===== config.mk =====
export PLATFORM = sky130hd
export DESIGN_NAME = pc_fetch_ctrl_flat
export DESIGN_NICKNAME = d
export VERILOG_FILES = /design/src/rtl/riscv_defines.sv /design/src/rtl/pc_fetch_ctrl_if.sv /design/src/rtl/mispredict_detect.sv /design/src/rtl/pc_fetch_ctrl.sv /design/src/flat_wrapper.sv
export SDC_FILE = /design/constraint.sdc
export NUM_CORES = 1
export LEC_CHECK = 0
export ABC_AREA = 1
export CAP_MARGIN = 40
export CORE_ASPECT_RATIO = 1.75
export CORE_UTILIZATION = 45
export DETAILED_ROUTE_END_ITERATION = 10
export PLACE_DENSITY_LB_ADDON = 0.15
export SYNTH_ARGS = -nofsm -noshare
export SYNTH_HDL_FRONTEND = slang
export SYNTH_SLANG_ARGS = --single-unit
export TNS_END_PERCENT = 1

===== constraint.sdc =====
create_clock -name clk -period 2.1 [get_ports clk]
set_input_delay 0.42 -clock clk [delete_from_list [all_inputs] [get_ports clk]]
set_output_delay 0.42 -clock clk [all_outputs]
set_load 0.05 [all_outputs]

===== src/rtl/riscv_defines.sv =====
// Shared definitions for the fetch front end: fetch FSM encoding, boot
// address default, the pipeline slot record and the sequential-PC helper.
package riscv_defines;

    // Fetch FSM: one bubble cycle after reset, then free-running fetch.
    typedef enum logic {
        FETCH_BOOT = 1'b0,
        FETCH_RUN  = 1'b1
    } fetch_state_e;

    localparam logic [31:0] BOOT_ADDR_DEFAULT = 32'h0000_0000;
    localparam logic [31:0] INSTR_BYTES       = 32'd4;

    // One pipeline slot as it travels F -> D -> E.
    typedef struct packed {
        logic        valid;
        logic [31:0] pc;
        logic        pred_taken;
        logic [31:0] pred_target;
    } stage_t;

    // Fall-through address; wraps naturally at 2^32.
    function automatic logic [31:0] next_seq_pc(input logic [31:0] pc);
        return pc + INSTR_BYTES;
    endfunction

endpackage


===== src/rtl/pc_fetch_ctrl_if.sv =====
// Bus between the fetch controller and its surroundings (I-mem, predictor,
// decode/execute stages). master = the fetch controller side.
interface pc_fetch_ctrl_if #(
    parameter int CNT_W = 32
);
    // fetch stage
    logic [31:0]      pc_f;
    logic             valid_f;
    logic             pred_taken;
    logic [31:0]      pred_target;
    // pipeline control
    logic             stall_f;
    logic             stall_d;
    // branch resolution in E
    logic             cflow_valid;
    logic             cflow_taken;
    logic [31:0]      cflow_target;
    // stage state
    logic [31:0]      pc_d;
    logic [31:0]      pc_e;
    logic             valid_d;
    logic             valid_e;
    logic             pred_taken_e;
    logic [31:0]      pred_target_e;
    // redirect / flush
    logic             redirect;
    logic [31:0]      redirect_pc;
    logic             flush_d;
    logic             flush_e;
    // performance counters
    logic [CNT_W-1:0] branch_cnt;
    logic [CNT_W-1:0] mispred_cnt;

    modport master (
        input  pred_taken, pred_target, stall_f, stall_d,
               cflow_valid, cflow_taken, cflow_target,
        output pc_f, valid_f, pc_d, pc_e, valid_d, valid_e,
               pred_taken_e, pred_target_e, redirect, redirect_pc,
               flush_d, flush_e, branch_cnt, mispred_cnt
    );

    modport slave (
        output pred_taken, pred_target, stall_f, stall_d,
               cflow_valid, cflow_taken, cflow_target,
        input  pc_f, valid_f, pc_d, pc_e, valid_d, valid_e,
               pred_taken_e, pred_target_e, redirect, redirect_pc,
               flush_d, flush_e, branch_cnt, mispred_cnt
    );

endinterface


===== src/rtl/mispredict_detect.sv =====
// Purely combinational check of the E-stage prediction against the resolved
// control flow, plus the corrected fetch address.
module mispredict_detect
    import riscv_defines::*;
(
    input  logic        valid_e,
    input  logic [31:0] pc_e,
    input  logic        pred_taken_e,
    input  logic [31:0] pred_target_e,
    input  logic        cflow_valid,
    input  logic        cflow_taken,
    input  logic [31:0] cflow_target,
    output logic        mispredict,
    output logic [31:0] redirect_pc
);

    // Wrong direction, wrong target on a taken branch, or a predicted-taken
    // non-branch (BTB alias). Only a valid E slot can mispredict.
    always_comb begin
        mispredict = 1'b0;
        if (valid_e) begin
            if (cflow_valid) begin
                mispredict = (pred_taken_e != cflow_taken) ||
                             (cflow_taken && (pred_target_e != cflow_target));
            end else begin
                mispredict = pred_taken_e;
            end
        end
    end

    // Resolved target when taken, otherwise the fall-through of the E slot.
    always_comb begin
        redirect_pc = next_seq_pc(pc_e);
        if (cflow_valid && cflow_taken) begin
            redirect_pc = cflow_target;
        end
    end

endmodule


===== src/rtl/pc_fetch_ctrl.sv =====
// Fetch PC generation, F->D->E slot tracking, misprediction redirect/flush
// and saturating branch / mispredict counters.
module pc_fetch_ctrl
    import riscv_defines::*;
#(
    parameter logic [31:0] BOOT_ADDR = BOOT_ADDR_DEFAULT,
    parameter int          CNT_W     = 32
) (
    input  logic            clk,
    input  logic            start,
    pc_fetch_ctrl_if.master bus
);

    fetch_state_e state_reg, state_next;
    logic [31:0]  pc_f_reg, pc_f_next;
    stage_t       fd_reg, fd_next;
    stage_t       de_reg, de_next;
    logic         fetch_valid;
    logic         mispredict;
    logic [31:0]  redirect_pc;

    mispredict_detect u_mispredict_detect (
        .valid_e       (de_reg.valid),
        .pc_e          (de_reg.pc),
        .pred_taken_e  (de_reg.pred_taken),
        .pred_target_e (de_reg.pred_target),
        .cflow_valid   (bus.cflow_valid),
        .cflow_taken   (bus.cflow_taken),
        .cflow_target  (bus.cflow_target),
        .mispredict    (mispredict),
        .redirect_pc   (redirect_pc)
    );

    // State and fetch PC registers; start low restarts fetch via BOOT.
    always_ff @(posedge clk or negedge start) begin
        if (!start) begin
            state_reg <= FETCH_BOOT;
            pc_f_reg  <= BOOT_ADDR;
        end else begin
            state_reg <= state_next;
            pc_f_reg  <= pc_f_next;
        end
    end

    // FSM next state, fetch-valid and next fetch PC (redirect > stall > predict > +4).
    always_comb begin
        state_next  = state_reg;
        fetch_valid = 1'b0;
        pc_f_next   = pc_f_reg;
        case (state_reg)
            FETCH_BOOT: begin
                // Bubble cycle: BOOT_ADDR is held and fetched for real next cycle.
                state_next = FETCH_RUN;
            end
            FETCH_RUN: begin
                fetch_valid = 1'b1;
                if (mispredict) begin
                    pc_f_next = redirect_pc;
                end else if (bus.stall_f) begin
                    pc_f_next = pc_f_reg;
                end else if (bus.pred_taken) begin
                    pc_f_next = bus.pred_target;
                end else begin
                    pc_f_next = next_seq_pc(pc_f_reg);
                end
            end
            default: begin
                state_next = FETCH_BOOT;
            end
        endcase
    end

    // Next contents of the F->D and D->E slots; a redirect kills both.
    always_comb begin
        fd_next = fd_reg;
        if (!bus.stall_f) begin
            fd_next.valid       = fetch_valid;
            fd_next.pc          = pc_f_reg;
            fd_next.pred_taken  = bus.pred_taken;
            fd_next.pred_target = bus.pred_target;
        end

        de_next = de_reg;
        if (bus.stall_d) begin
            de_next.valid = 1'b0;
        end else begin
            de_next = fd_reg;
        end

        if (mispredict) begin
            fd_next.valid = 1'b0;
            de_next.valid = 1'b0;
        end
    end

    // Pipeline slot registers.
    always_ff @(posedge clk or negedge start) begin
        if (!start) begin
            fd_reg <= '0;
            de_reg <= '0;
        end else begin
            fd_reg <= fd_next;
            de_reg <= de_next;
        end
    end

    // Two saturating event counters: [0] resolved branches, [1] mispredicts.
    logic [1:0]            cnt_inc;
    logic [1:0][CNT_W-1:0] cnt_val;

    assign cnt_inc[0] = de_reg.valid & bus.cflow_valid;
    assign cnt_inc[1] = mispredict;

    generate
        for (genvar gi = 0; gi < 2; gi++) begin : g_cnt
            logic [CNT_W-1:0] cnt_reg, cnt_next;

            // Increment unless already at all-ones.
            always_comb begin
                cnt_next = cnt_reg;
                if (cnt_inc[gi] && (cnt_reg != {CNT_W{1'b1}})) begin
                    cnt_next = cnt_reg + CNT_W'(1);
                end
            end

            // Counter register.
            always_ff @(posedge clk or negedge start) begin
                if (!start) begin
                    cnt_reg <= '0;
                end else begin
                    cnt_reg <= cnt_next;
                end
            end

            assign cnt_val[gi] = cnt_reg;
        end
    endgenerate

    assign bus.pc_f          = pc_f_reg;
    assign bus.valid_f       = fetch_valid;
    assign bus.pc_d          = fd_reg.pc;
    assign bus.valid_d       = fd_reg.valid;
    assign bus.pc_e          = de_reg.pc;
    assign bus.valid_e       = de_reg.valid;
    assign bus.pred_taken_e  = de_reg.pred_taken;
    assign bus.pred_target_e = de_reg.pred_target;
    assign bus.redirect      = mispredict;
    assign bus.redirect_pc   = redirect_pc;
    assign bus.flush_d       = mispredict;
    assign bus.flush_e       = mispredict;
    assign bus.branch_cnt    = cnt_val[0];
    assign bus.mispred_cnt   = cnt_val[1];

endmodule


===== src/flat_wrapper.sv =====
// flat-port wrapper written by rule: the top's interface ports become plain ports
module pc_fetch_ctrl_flat import riscv_defines::*;
#(
    parameter logic [31:0] BOOT_ADDR = BOOT_ADDR_DEFAULT,
    parameter int          CNT_W     = 32
)
  (clk, start, bus_pred_taken, bus_pred_target, bus_stall_f, bus_stall_d, bus_cflow_valid, bus_cflow_taken, bus_cflow_target, bus_pc_f, bus_valid_f, bus_pc_d, bus_pc_e, bus_valid_d, bus_valid_e, bus_pred_taken_e, bus_pred_target_e, bus_redirect, bus_redirect_pc, bus_flush_d, bus_flush_e, bus_branch_cnt, bus_mispred_cnt);
  pc_fetch_ctrl_if #(.CNT_W(CNT_W)) bus_i ();
  input  logic clk;
  input  logic start;
  input wire logic [$bits(bus_i.pred_taken)-1:0] bus_pred_taken;
  input wire logic [$bits(bus_i.pred_target)-1:0] bus_pred_target;
  input wire logic [$bits(bus_i.stall_f)-1:0] bus_stall_f;
  input wire logic [$bits(bus_i.stall_d)-1:0] bus_stall_d;
  input wire logic [$bits(bus_i.cflow_valid)-1:0] bus_cflow_valid;
  input wire logic [$bits(bus_i.cflow_taken)-1:0] bus_cflow_taken;
  input wire logic [$bits(bus_i.cflow_target)-1:0] bus_cflow_target;
  output wire logic [$bits(bus_i.pc_f)-1:0] bus_pc_f;
  output wire logic [$bits(bus_i.valid_f)-1:0] bus_valid_f;
  output wire logic [$bits(bus_i.pc_d)-1:0] bus_pc_d;
  output wire logic [$bits(bus_i.pc_e)-1:0] bus_pc_e;
  output wire logic [$bits(bus_i.valid_d)-1:0] bus_valid_d;
  output wire logic [$bits(bus_i.valid_e)-1:0] bus_valid_e;
  output wire logic [$bits(bus_i.pred_taken_e)-1:0] bus_pred_taken_e;
  output wire logic [$bits(bus_i.pred_target_e)-1:0] bus_pred_target_e;
  output wire logic [$bits(bus_i.redirect)-1:0] bus_redirect;
  output wire logic [$bits(bus_i.redirect_pc)-1:0] bus_redirect_pc;
  output wire logic [$bits(bus_i.flush_d)-1:0] bus_flush_d;
  output wire logic [$bits(bus_i.flush_e)-1:0] bus_flush_e;
  output wire logic [$bits(bus_i.branch_cnt)-1:0] bus_branch_cnt;
  output wire logic [$bits(bus_i.mispred_cnt)-1:0] bus_mispred_cnt;
  assign bus_i.pred_taken = bus_pred_taken;
  assign bus_i.pred_target = bus_pred_target;
  assign bus_i.stall_f = bus_stall_f;
  assign bus_i.stall_d = bus_stall_d;
  assign bus_i.cflow_valid = bus_cflow_valid;
  assign bus_i.cflow_taken = bus_cflow_taken;
  assign bus_i.cflow_target = bus_cflow_target;
  assign bus_pc_f = bus_i.pc_f;
  assign bus_valid_f = bus_i.valid_f;
  assign bus_pc_d = bus_i.pc_d;
  assign bus_pc_e = bus_i.pc_e;
  assign bus_valid_d = bus_i.valid_d;
  assign bus_valid_e = bus_i.valid_e;
  assign bus_pred_taken_e = bus_i.pred_taken_e;
  assign bus_pred_target_e = bus_i.pred_target_e;
  assign bus_redirect = bus_i.redirect;
  assign bus_redirect_pc = bus_i.redirect_pc;
  assign bus_flush_d = bus_i.flush_d;
  assign bus_flush_e = bus_i.flush_e;
  assign bus_branch_cnt = bus_i.branch_cnt;
  assign bus_mispred_cnt = bus_i.mispred_cnt;
  pc_fetch_ctrl #(.BOOT_ADDR(BOOT_ADDR), .CNT_W(CNT_W)) u_core (.clk(clk), .start(start), .bus(bus_i));
endmodule

* Word level (Yosys, flattened, before mapping)
Index checks and enable logic that the tools add are counted.
Word-level totals: bits in registers 229, bits of input ports 71, word-level logic and storage cells 39
Cells by class: add/subtract/negate cells 4, eq/ne operators 5, multiplexer cells 11, bitwise logic cells 1, reductions and logical operators 6
Operator list (number):
- $mux W32 | 4
- $mux W66 | 1
- $add A32 B1 Y32 const B | 2
- $add A32 B3 Y32 const B | 2
- $ne A32 B32 Y1 const B | 2
- $ne A32 B32 Y1 | 1
- $mux W1 | 6
- $logic_and A1 B1 Y1 | 4
- $ne A2 B1 Y1 const B | 1
- $reduce_and A2 Y1 | 1
- $and A1 B1 Y1 | 1
- $logic_or A1 B1 Y1 | 1
- $ne A1 B1 Y1 | 1

* Longest topological paths before layout
Gate-level depths: netlist of run 1.
word-level depth 7, gate-level depth with buffers 15, mapped depth without buffers 14

* Modules after synthesis
A second synthesis of run 1 with hierarchy kept.
Second synthesis, totals: cells, all modules 1957, area total of the unflattened synthesis 13730.7 um^2
Modules (own cells, without submodules):
- pc_fetch_ctrl | times used 1, cells an instance 1560, area an instance 11898.9 um^2
- mispredict_detect | times used 1, cells an instance 397, area an instance 1831.8 um^2

* Worst setup path before layout of run 1
No wires, ideal clock.
path kind reg-to-reg, from register u_core.de_reg (netlist bit u_core.bus.pc_e[2]), to register u_core.pc_f_reg[10], in the netlist u_core.bus.pc_f[10], arrival time 3098 ps, data required time 2034 ps, setup slack -1063 ps, cell stages (with the launch flop) 12, path buffers 0, clock period less this slack 3163 ps, cells stage by stage dfrtp_1 ha_1 nand2_1 nor2_1 nand2_1 inv_1 nor2_1 o21ai_0 nand3_1 nand2_1 nand2_1 nand2_1
Between the ends: cells in the longest elaborated chain, start to end 3
RTL lines:
- start, declared | RTL line pc_fetch_ctrl.sv:17 | stage_t de_reg, de_next;
- start signal, assigned | RTL line pc_fetch_ctrl.sv:103 | de_reg <= de_next;
- $add A32 B3 Y32 | RTL line riscv_defines.sv:24 | return pc + INSTR_BYTES;
- $mux W32 | RTL line mispredict_detect.sv:34 | if (cflow_valid && cflow_taken) begin
- via bus_redirect_pc[10] | RTL line flat_wrapper.sv:27 | output wire logic [$bits(bus_i.redirect_pc)-1:0] bus_redirect_pc;
- $mux W32 | RTL line pc_fetch_ctrl.sv:57 | if (mispredict) begin
- end signal, assigned | RTL line pc_fetch_ctrl.sv:41 | pc_f_reg <= pc_f_next;
- end, declared | RTL line pc_fetch_ctrl.sv:15 | logic [31:0] pc_f_reg, pc_f_next;
The timed path passes the listed nets, and every way through them passes these cells. A chain may end at the register's enable or synchronous reset.

* Worst setup path in the final report of run 1
from register u_core.de_reg (netlist bit u_core.bus.pc_e[3]), to output bus_redirect_pc[14]
Between the ends: cells in the longest elaborated chain, start to end 2
RTL lines (RTL line):
- $add A32 B3 Y32 | riscv_defines.sv:24
- $mux W32 | mispredict_detect.sv:34
- end, declared | flat_wrapper.sv:27
Every way passes these cells.

==> run_results.csv, run 1 <==
group,metric,value,unit
routing,vias,15400,
finish,final_common_cell,"nand2_1",
worst_setup_path,max_stage_delay,0.43,ns
worst_setup_path,crit_buf_inv,3,
outcome,violations,"negative setup slack",
placement,hpwl,49000,um
run,maxCapViolCount,0,
worst_setup_path,start_kind,"register",
logic_synthesis,ys_types,29,
grt,grt.overflow.total,0,
worst_setup_path,cpLargestDelayFamily,"simple AND/OR/NAND/NOR gates",
logic_synthesis,synth.avg_cell_area,6.75,um^2
clocking,clkLatencyLatePin,0.55,ns
outcome,status,"complete, but fails checks",
timing,report.final.hold_viol_count,0,
logic_synthesis,synth_seq_cells,229,
worst_setup_path,cp_cell_sequence,"ha_4 -> nand2_1 -> nor2_4 -> nand2_4 -> nor2_4 -> buf_12 -> a21oi_1 -> o21ai_0 -> buf_4 -> nand2_4 -> buf_12",
grt,grt_antenna_before_repair,6,
worst_setup_path,crit_path_max_fanout,4,
logic_synthesis,syn_inst,2026,
die,ios,302,
routing,wl_per_cell,21.6,um
die,die_area,0.0311,mm^2
logic_synthesis,syn_area,0.0137,mm^2
timing,setup_viol,35,
worst_setup_path,endpoint_kind,"output pin",
finish,syn2layout_area_growth,46.3,%
worst_setup_path,required,1.68,ns
grt,grt_use_total,0.405,
die,rows,84,
timing,slew_viol_final,0,
timing,setup_ws,-0.574,ns
pwr,power_density,912,mW/mm^2
timing,final.setup.tns,-14.21,ns
finish,most-common-layout-cells,"786 x nand2_1, 298 x buf_4, 212 x dfrtp_1",
placement,pre_cts_slack,-0.612,ns
clocking,cts_tree,"built",
placement,routabilityCongestion,1.06,
timing,finalCriticalPeriod,2.67,ns
finish,largest_register_ffs,33,
die,die_w,134,um
worst_setup_path,crit_slowest_cell,"dfrtp_2",
logic_synthesis,synthesis.nets,2101,
die,die_y,233,um
grt,grt_pass1_vias,15400,
routing,drcViolationCount,0,
clocking,cts_buffers,24,
timing,rsz0062_at_grt,"yes",
clocking,cts.sink_count,229,
pwr,ir_worst_vdd,0.000852,V
timing,worst_slew_pin_slew,0.841,ns
placement,io_buffers,301,
clocking,root_buffer,"clkbuf_16",
routing,drtIter0Drc,1103,
grt,grt_max_degree,81,
pwr,leakage,0.0103,uW
die,core_area,0.0300,mm^2
die,start_util,0.457,
finish,final_nets,2551,
finish,fin_util,0.668,
grt,grt_pass1_wl,92100,um
finish,fillCellCount,2675,
clocking,htree_levels,1,
worst_setup_path,worstPathArrival,2.25,ns
timing,whs,0.349,ns
worst_setup_path,crit_type,"register to output pin",
finish,layout-drive-gt1-share,0.227,
timing,fmax,374,MHz
hold_path,hp-class,"input port to async pin",
timing,fin_skew,0.0156,ns
routing,wl,62400,um
clocking,cts_buffer_depth,3,
logic_synthesis,synth-seq-area-share,0.419,
routing,drt_first_pass_iters,7,
timing,slew_headroom,0.440,
routing,drt-vias-per-instance,5.33,
clocking,clk_pin_slew,0.07,ns
routing,drtAntennaViolNets,0,
timing,period_share,1.27,
logic_synthesis,yosysWarnings,0,
-- cell usage after synthesis --
| cell | number | area, um^2 |
|---|---|---|
| nand2_1 | 850 | 3190 |
| dfrtp_1 | 229 | 5730 |
| nor2_1 | 212 | 796 |
| inv_1 | 158 | 593 |
| nand3_1 | 153 | 766 |
| o21ai_0 | 107 | 536 |
| clkbuf_1 | 51 | 191 |
| xor2_1 | 44 | 385 |
| a21oi_1 | 42 | 210 |
| buf_4 | 37 | 278 |
| xnor2_1 | 35 | 307 |
| nor3_1 | 26 | 130 |
| nand4_1 | 15 | 93.8 |
| mux2_2 | 11 | 124 |
| buf_2 | 10 | 50.1 |
| nor4_1 | 10 | 62.6 |
| buf_1 | 7 | 26.3 |
| o21ai_1 | 6 | 30.0 |
| ha_1 | 4 | 50.1 |
| nand3_2 | 4 | 40.0 |
| nand2_2 | 3 | 18.8 |
| o22ai_1 | 3 | 18.8 |
| inv_2 | 2 | 7.51 |
| nand3b_1 | 2 | 15.0 |
| a21boi_2 | 1 | 11.3 |
| a31oi_1 | 1 | 6.26 |
| clkinv_1 | 1 | 3.75 |
| conb_1 | 1 | 3.75 |
| nand2b_1 | 1 | 6.26 |
-- final timing paths --
check	from	end	slack [ns]	cells after the start
setup / recovery	u_core.bus.pc_e[3]$_DFFE_PN0N_	bus_redirect_pc[14]	-0.57	11
hold / removal	start	u_core.fd_reg[4]$_DFFE_PN0N_	0.35	2
setup reg to reg	u_core.bus.pc_e[3]$_DFFE_PN0N_	u_core.bus.pc_f[16]$_DFFE_PN0P_	-0.01	16
hold reg to reg	u_core.fd_reg[18]$_DFFE_PN0N_	u_core.fd_reg[18]$_DFFE_PN0N_	0.49	2
max in group asynchronous	start	u_core.bus.pc_e[10]$_DFFE_PN0N_	1.06	3
min in group clk	bus_stall_d	u_core.bus.pc_e[30]$_DFFE_PN0N_	0.35	2
-- final cells by class --
class                   count  area (um^2)  area share
inverters                 161          614      0.0307
repair buffers            529         4930       0.246
clock inverters            11          161     0.00807
multi-input cells        1531         7360       0.368
diodes                      3         7.51    0.000375
well taps                 387          484      0.0242
flip-flops and latches    229         5750       0.287
clock buffers              33          696      0.0348
-- per-stage QoR --
step,instance area [um^2],power [uW],cells
final,20000,18300,2884
after global routing,20000,18900,2883
after CTS,19600,18000,2875
after detailed placement,18500,13300,2823
after global placement,18500,13200,2823
after floorplan,13700,9810,2026
-- what timing repair did --
action | CTS | global route
hold buffers | 1 | 0
endpoints found under the setup margin | 198 | 79
pin swaps | 16 | 23
endpoints found under the hold margin | 29 | 0
resized for setup | 194 | 113
buffers inserted | 8 | 6
-- routing by layer --
metal,up-vias,routed length (um),global-route usage
li1,7215,-,-
met1,7207,20500,0.398
met2,711,31500,0.708
met3,245,4040,0.0786
met4,6,6370,0.383
met5,-,50,0
-- cell families (layout without fill, tap and decap cells) --
group           after synthesis  count (layout)  share of synthesized area
other cells                   1               4                   0.000274
simple gates               1276            1276                      0.374
compound gates              160             160                     0.0594
xor+xnor                     79              79                     0.0506
buf+inv                     266             734                     0.0841
mux                          11              11                    0.00905
flops                       229             229                      0.419
fa+ha+maj                     4               4                    0.00366
-- power breakdown --
part / internal (uW) / switching, uW
clock: 2810 / 1910
sequential: 5040 / 841
combinational: 2580 / 5070
No activity file was read; power rests on OpenSTA's default activity.
==> inputs of run 2 (changes only) <==
clock period = 2.3 ns   (was 2.1 ns; I/O delays follow)
==> run 2 against run 1 <==
Effect of this change:
- the flow still finishes with violations (negative setup slack)
- wire length is 1.9% lower
- sequential share of layout area increased by 0.43 points
- global-route usage shrank 0.77 points
- total power is 11% lower
- non-clock buffer count down 48
- hold slack better by 0.094 ns
- clock-buffer cell count down 2
- critical endpoint is now bus_redirect_pc[10]
==> run_results.csv, run 2 (synthesis results as in run 1) <==
group,metric,value,unit
outcome,status,"complete, but fails checks",
outcome,violations,"negative setup slack",
die,core_area,0.0300,mm^2
timing,setup_ws,-0.360,ns
worst_setup_path,endpoint_kind,"output pin",
clocking,cts.sink_count,229,
placement,routabilityCongestion,1.04,
die,die_w,134,um
clocking,cts_buffers,24,
pwr,combPwrFrac,0.418,
worst_setup_path,required,1.84,ns
timing,setup_viol,33,
routing,drtAntennaViolNets,0,
routing,wl,61200,um
finish,final_common_cell,"nand2_1",
routing,drtIter0Drc,1064,
pwr,p_switching,6970,uW
timing,period_share,1.16,
worst_setup_path,start_kind,"register",
routing,wl_per_cell,21.6,um
pwr,ir_worst_vdd,0.000702,V
timing,rsz0062_at_grt,"yes",
clocking,clk_pin_slew,0.06,ns
worst_setup_path,cpLargestDelayFamily,"compound AO/OA/AOI/OAI gates",
finish,largest_register_ffs,33,
die,rows,84,
timing,final.setup.tns,-8.48,ns
timing,whs,0.443,ns
pwr,power_density,821,mW/mm^2
routing,vias,15200,
placement,io_buffers,301,
placement,hpwl,47800,um
worst_setup_path,cp_cell_sequence,"ha_4 -> nand3_2 -> nor2_1 -> buf_4 -> nand2_1 -> o21ai_1 -> o21ai_2 -> buf_12",
timing,fmax,376,MHz
grt,grt_antenna_before_repair,3,
finish,final_nets,2503,
timing,slew_headroom,0.464,
die,die_y,233,um
finish,design_area,0.0197,mm^2
hold_path,hp-class,"input port to async pin",
clocking,root_buffer,"clkbuf_16",
placement,place_area,0.0184,mm^2
worst_setup_path,crit_buf_inv,2,
die,start_util,0.457,
finish,layout-drive-gt1-share,0.175,
run,maxCapViolCount,0,
die,die_area,0.0311,mm^2
timing,finalCriticalPeriod,2.66,ns
placement,dp.cells,2778,
finish,syn2layout_area_growth,44.1,%
worst_setup_path,crit_type,"register to output pin",
worst_setup_path,crit_path_max_fanout,4,
grt,grt_max_degree,81,
pwr,power_frac_clock,0.244,
timing,worst_slew_pin_slew,0.797,ns
grt,grt.overflow.total,0,
finish,fin_cells,2829,
timing,fin_skew,0.0127,ns
clocking,cts_tree,"built",
routing,drt-vias-per-instance,5.37,
finish,most-common-layout-cells,"793 x nand2_1, 210 x dfrtp_1, 180 x buf_4",
pwr,leakage,0.0101,uW
worst_setup_path,worstPathArrival,2.20,ns
pwr,intPower,9220,uW
grt,grt_pass1_vias,15200,
pwr,p_sw_frac,0.430,
timing,slew_viol_final,0,
routing,drcViolationCount,0,
grt,grt_pass1_wl,90500,um
routing,drt_first_pass_iters,5,
worst_setup_path,crit_slowest_cell,"dfrtp_2",
clocking,htree_levels,1,
worst_setup_path,max_stage_delay,0.40,ns
grt,grt_use_total,0.398,
clocking,cts_buffer_depth,3,
pwr,power_frac_seq,0.338,
clocking,clkLatencyLatePin,0.54,ns
timing,report.final.hold_viol_count,0,
die,ios,302,
==> run 2: cell types whose count changed in the layout (fill, tap and decap cells not counted), sizes merged <==
cell / delta
buf: -124
bufinv: -2
clkbuf: -4
clkdlybuf4s50: +90
clkinv: -1
clkinvlp: -1
diode: -1
dlygate4sd2: -36
dlymetal6s2s: +24
==> run 2: per-layer routing <==
metal  vias up  track usage  part of all wire
met1      7082        0.388              0.32
li1       7119            -                 -
met4         2        0.378              0.11
met3       263       0.0808             0.068
met5         -            0           0.00028
met2       717        0.693              0.50
==> run 2: timing repair <==
action,CTS,global route
setup buffers,8,2
pin swaps,25,21
setup endpoints to repair,103,67
hold buffers,1,0
hold endpoints to repair,54,0
gates resized for setup,160,93
==> run 2: cell type report <==
cell class                 instances  area [um^2]
antenna                            2         5.00
clock buffer                      31          688
clock inverter                     7         85.1
fill                            2713        10200
inverter                         161          612
multi-input combinational       1531         7230
sequential                       229         5750
tap                              387          484
timing repair buffer             481         4860
==> run 2: final timing paths <==
| check | from | to | slack [ns] | cells past startpoint |
|---|---|---|---|---|
| worst max register to register | u_core.bus.pred_target_e[11]$_DFFE_PN0N_ | u_core.bus.pc_f[26]$_DFFE_PN0P_ | 0.11 | 13 |
| max in group asynchronous | start | u_core.bus.pc_e[20]$_DFFE_PN0N_ | 1.11 | 3 |
| worst max-delay path | u_core.bus.pc_e[2]$_DFFE_PN0N_ | bus_redirect_pc[10] | -0.36 | 8 |
| worst min-delay path | start | u_core.bus.pred_target_e[4]$_DFFE_PN0N_ | 0.44 | 2 |
| worst min register to register | u_core.fd_reg[22]$_DFFE_PN0N_ | u_core.fd_reg[22]$_DFFE_PN0N_ | 0.48 | 2 |
| min in group clk | bus_stall_d | u_core.bus.pc_e[31]$_DFFE_PN0N_ | 0.45 | 2 |
==> run 2: worst register-to-register path: cells and delay by family (launching register included) <==
| kind | cells | cell delay [ns] |
|---|---|---|
| buffers and inverters | 2 | 0.44 |
| flip-flops | 1 | 0.42 |
| AND/OR/NAND/NOR | 10 | 1.09 |
| XOR/XNOR | 1 | 0.18 |
==> run 2: power groups by stage <==
stage / clock network, uW / logic [uW] / registers [uW]
final: 3960 / 6770 / 5470
after global routing: 4140 / 7110 / 5510
after CTS: 4000 / 6650 / 5410
after detailed placement: 0 / 6610 / 5470
after global placement: 0 / 6560 / 5460
after floorplan: 0 / 2360 / 6590
==> run 2: metrics by stage <==
step / utilization / power [uW] / setup slack [ns]
global placement: 0.614 / 12000 / -0.398
floorplan: - / 8960 / -0.152
finish: 0.658 / 16200 / -0.360
detailed placement: 0.614 / 12100 / -0.395
global route: 0.658 / 16800 / -0.433
CTS: 0.649 / 16100 / -0.338
==> inputs of run 3 (changes only) <==
CTS_CLUSTER_SIZE = 10   (was unset)
SLEW_MARGIN = 20   (was unset)
==> run 3 against run 2 <==
Effect of this change:
- the flow still finishes with violations (negative setup slack)
- clock-buffer cell count stayed put
- utilization is 0.37 points lower
- sequential share of layout area is 0.16 points higher
- sequential power hardly changed
- clock power is 5% lower
- largest power group unchanged
==> run_results.csv, run 3 (synthesis results as in run 1) <==
group,metric,value,unit
timing,setup_ws,-0.383,ns
finish,syn2layout_area_growth,43.3,%
routing,drt-vias-per-instance,5.39,
grt,grt_pass1_wl,90900,um
clocking,root_buffer,"clkbuf_16",
timing,slew_viol_final,0,
timing,slew_headroom,0.457,
pwr,p_switching,6990,uW
timing,fin_skew,0.0158,ns
routing,wl_per_cell,21.9,um
pwr,leakage,0.0101,uW
finish,largest_register_ffs,33,
hold_path,hp-class,"input port to register",
outcome,violations,"negative setup slack",
grt,grt_use_total,0.400,
placement,hpwl,47800,um
die,core_area,0.0300,mm^2
die,die_area,0.0311,mm^2
timing,finalCriticalPeriod,2.68,ns
timing,fmax,373,MHz
timing,rsz0062_at_grt,"yes",
die,die_w,134,um
clocking,cts_buffers,27,
clocking,clkLatencyLatePin,0.55,ns
pwr,power_density,817,mW/mm^2
grt,grt.overflow.total,0,
grt,grt_max_degree,81,
clocking,cts.sink_count,229,
grt,grt_antenna_before_repair,3,
worst_setup_path,crit_type,"register to output pin",
grt,grt_pass1_vias,15300,
pwr,combPwrFrac,0.423,
die,ios,302,
finish,layout-drive-gt1-share,0.171,
routing,drt_first_pass_iters,6,
placement,pre_cts_slack,-0.395,ns
timing,setup_viol,33,
routing,drtAntennaViolNets,0,
finish,most-common-layout-cells,"796 x nand2_1, 210 x dfrtp_1, 180 x buf_4",
pwr,intPower,9020,uW
worst_setup_path,worstPathArrival,2.22,ns
timing,worst_slew_pin_slew,0.807,ns
timing,whs,0.432,ns
routing,vias,15200,
timing,report.final.hold_viol_count,0,
die,start_util,0.457,
die,rows,84,
pwr,p_sw_frac,0.437,
pwr,ir_worst_vdd,0.000673,V
worst_setup_path,crit_path_max_fanout,4,
pwr,power_frac_clock,0.236,
finish,final_common_cell,"nand2_1",
worst_setup_path,endpoint_kind,"output pin",
routing,drtIter0Drc,1117,
finish,final_nets,2506,
clocking,cts_tree,"built",
run,maxCapViolCount,0,
outcome,status,"complete, but fails checks",
clocking,cts_buffer_depth,3,
worst_setup_path,required,1.84,ns
placement,routabilityCongestion,1.04,
timing,period_share,1.17,
routing,drcViolationCount,0,
routing,wl,61800,um
timing,final.setup.tns,-9.15,ns
worst_setup_path,start_kind,"register",
die,die_y,233,um
clocking,clk_pin_slew,0.06,ns
clocking,htree_levels,1,
pwr,power_frac_seq,0.341,
placement,io_buffers,301,
==> run 3: changes by cell type in the layout (fill, tap and decap cells not counted), sizes merged <==
| cell | before | now |
|---|---|---|
| dlymetal6s2s | 25 | 28 |
| dlygate4sd2 | 60 | 63 |
| clkinv | 6 | 2 |
| clkdlybuf4s50 | 155 | 149 |
| bufinv | 2 | 0 |
==> run 3: power groups by stage <==
stage	clock network, uW	logic [uW]	registers (uW)
floorplan	0	2360	6590
global placement	0	6560	5460
detailed placement	0	6610	5470
CTS	3810	6660	5420
global route	3950	7100	5510
finish	3780	6770	5470
==> run 3: metrics by stage <==
stage / cell area, um^2 / utilization / power, uW / cells
after detailed placement: 18400 / 0.614 / 12100 / 2778
after global routing: 19600 / 0.655 / 16600 / 2823
after CTS: 19300 / 0.646 / 15900 / 2818
final: 19600 / 0.655 / 16000 / 2823
after global placement: 18400 / 0.614 / 12000 / 2778
after floorplan: 13700 / - / 8960 / 2026
==> run 3: timing repair <==
item                                    in CTS  in global routing
endpoints found under the hold margin       54                  0
hold buffers                                 1                  0
resized for setup                          159                 89
endpoints found under the setup margin     109                 70
pin swaps                                   21                 25
buffers inserted                             7                  3
==> run 3: per-layer routing <==
| metal | up-vias | track usage | wire, um |
|---|---|---|---|
| li1 | 7101 | - | - |
| met1 | 7136 | 0.394 | 20100 |
| met2 | 734 | 0.709 | 31300 |
| met3 | 253 | 0.0741 | 4190 |
| met4 | 2 | 0.358 | 6250 |
| met5 | - | 0 | 13 |
==> run 3: final cells by class <==
type	count	area, um^2
Sequential cell	229	5750
Fill cell	2752	10300
Clock buffer	31	701
Antenna cell	2	5.00
Multi-Input combinational cell	1531	7180
Tap cell	387	484
Timing Repair Buffer	481	4860
Inverter	161	612
Clock inverter	1	8.76
==> run 3: critical path, stage by stage, from the launching register on <==
cell	delay (ns)
dfrtp_1	0.43
nand2_2	0.12
nor2_2	0.22
nand2_4	0.14
buf_6	0.14
nor2_4	0.09
xor2_2	0.19
nand2_1	0.09
nand2_2	0.10
buf_12	0.14
==> run 3: final timing paths <==
kind / startpoint / end / slack [ns] / depth (start not counted)
setup / recovery: u_core.bus.pc_e[6]$_DFFE_PN0N_ / bus_redirect_pc[12] / -0.38 / 9
max in group asynchronous: start / u_core.bus.pc_e[16]$_DFFE_PN0N_ / 1.12 / 3
hold reg to reg: u_core.fd_reg[22]$_DFFE_PN0N_ / u_core.fd_reg[22]$_DFFE_PN0N_ / 0.48 / 2
min in group asynchronous: start / u_core.bus.pred_target_e[4]$_DFFE_PN0N_ / 0.44 / 2
hold / removal: bus_stall_d / u_core.bus.pc_e[31]$_DFFE_PN0N_ / 0.43 / 2
setup reg to reg: u_core.bus.pred_target_e[11]$_DFFE_PN0N_ / u_core.bus.pc_f[26]$_DFFE_PN0P_ / 0.08 / 13
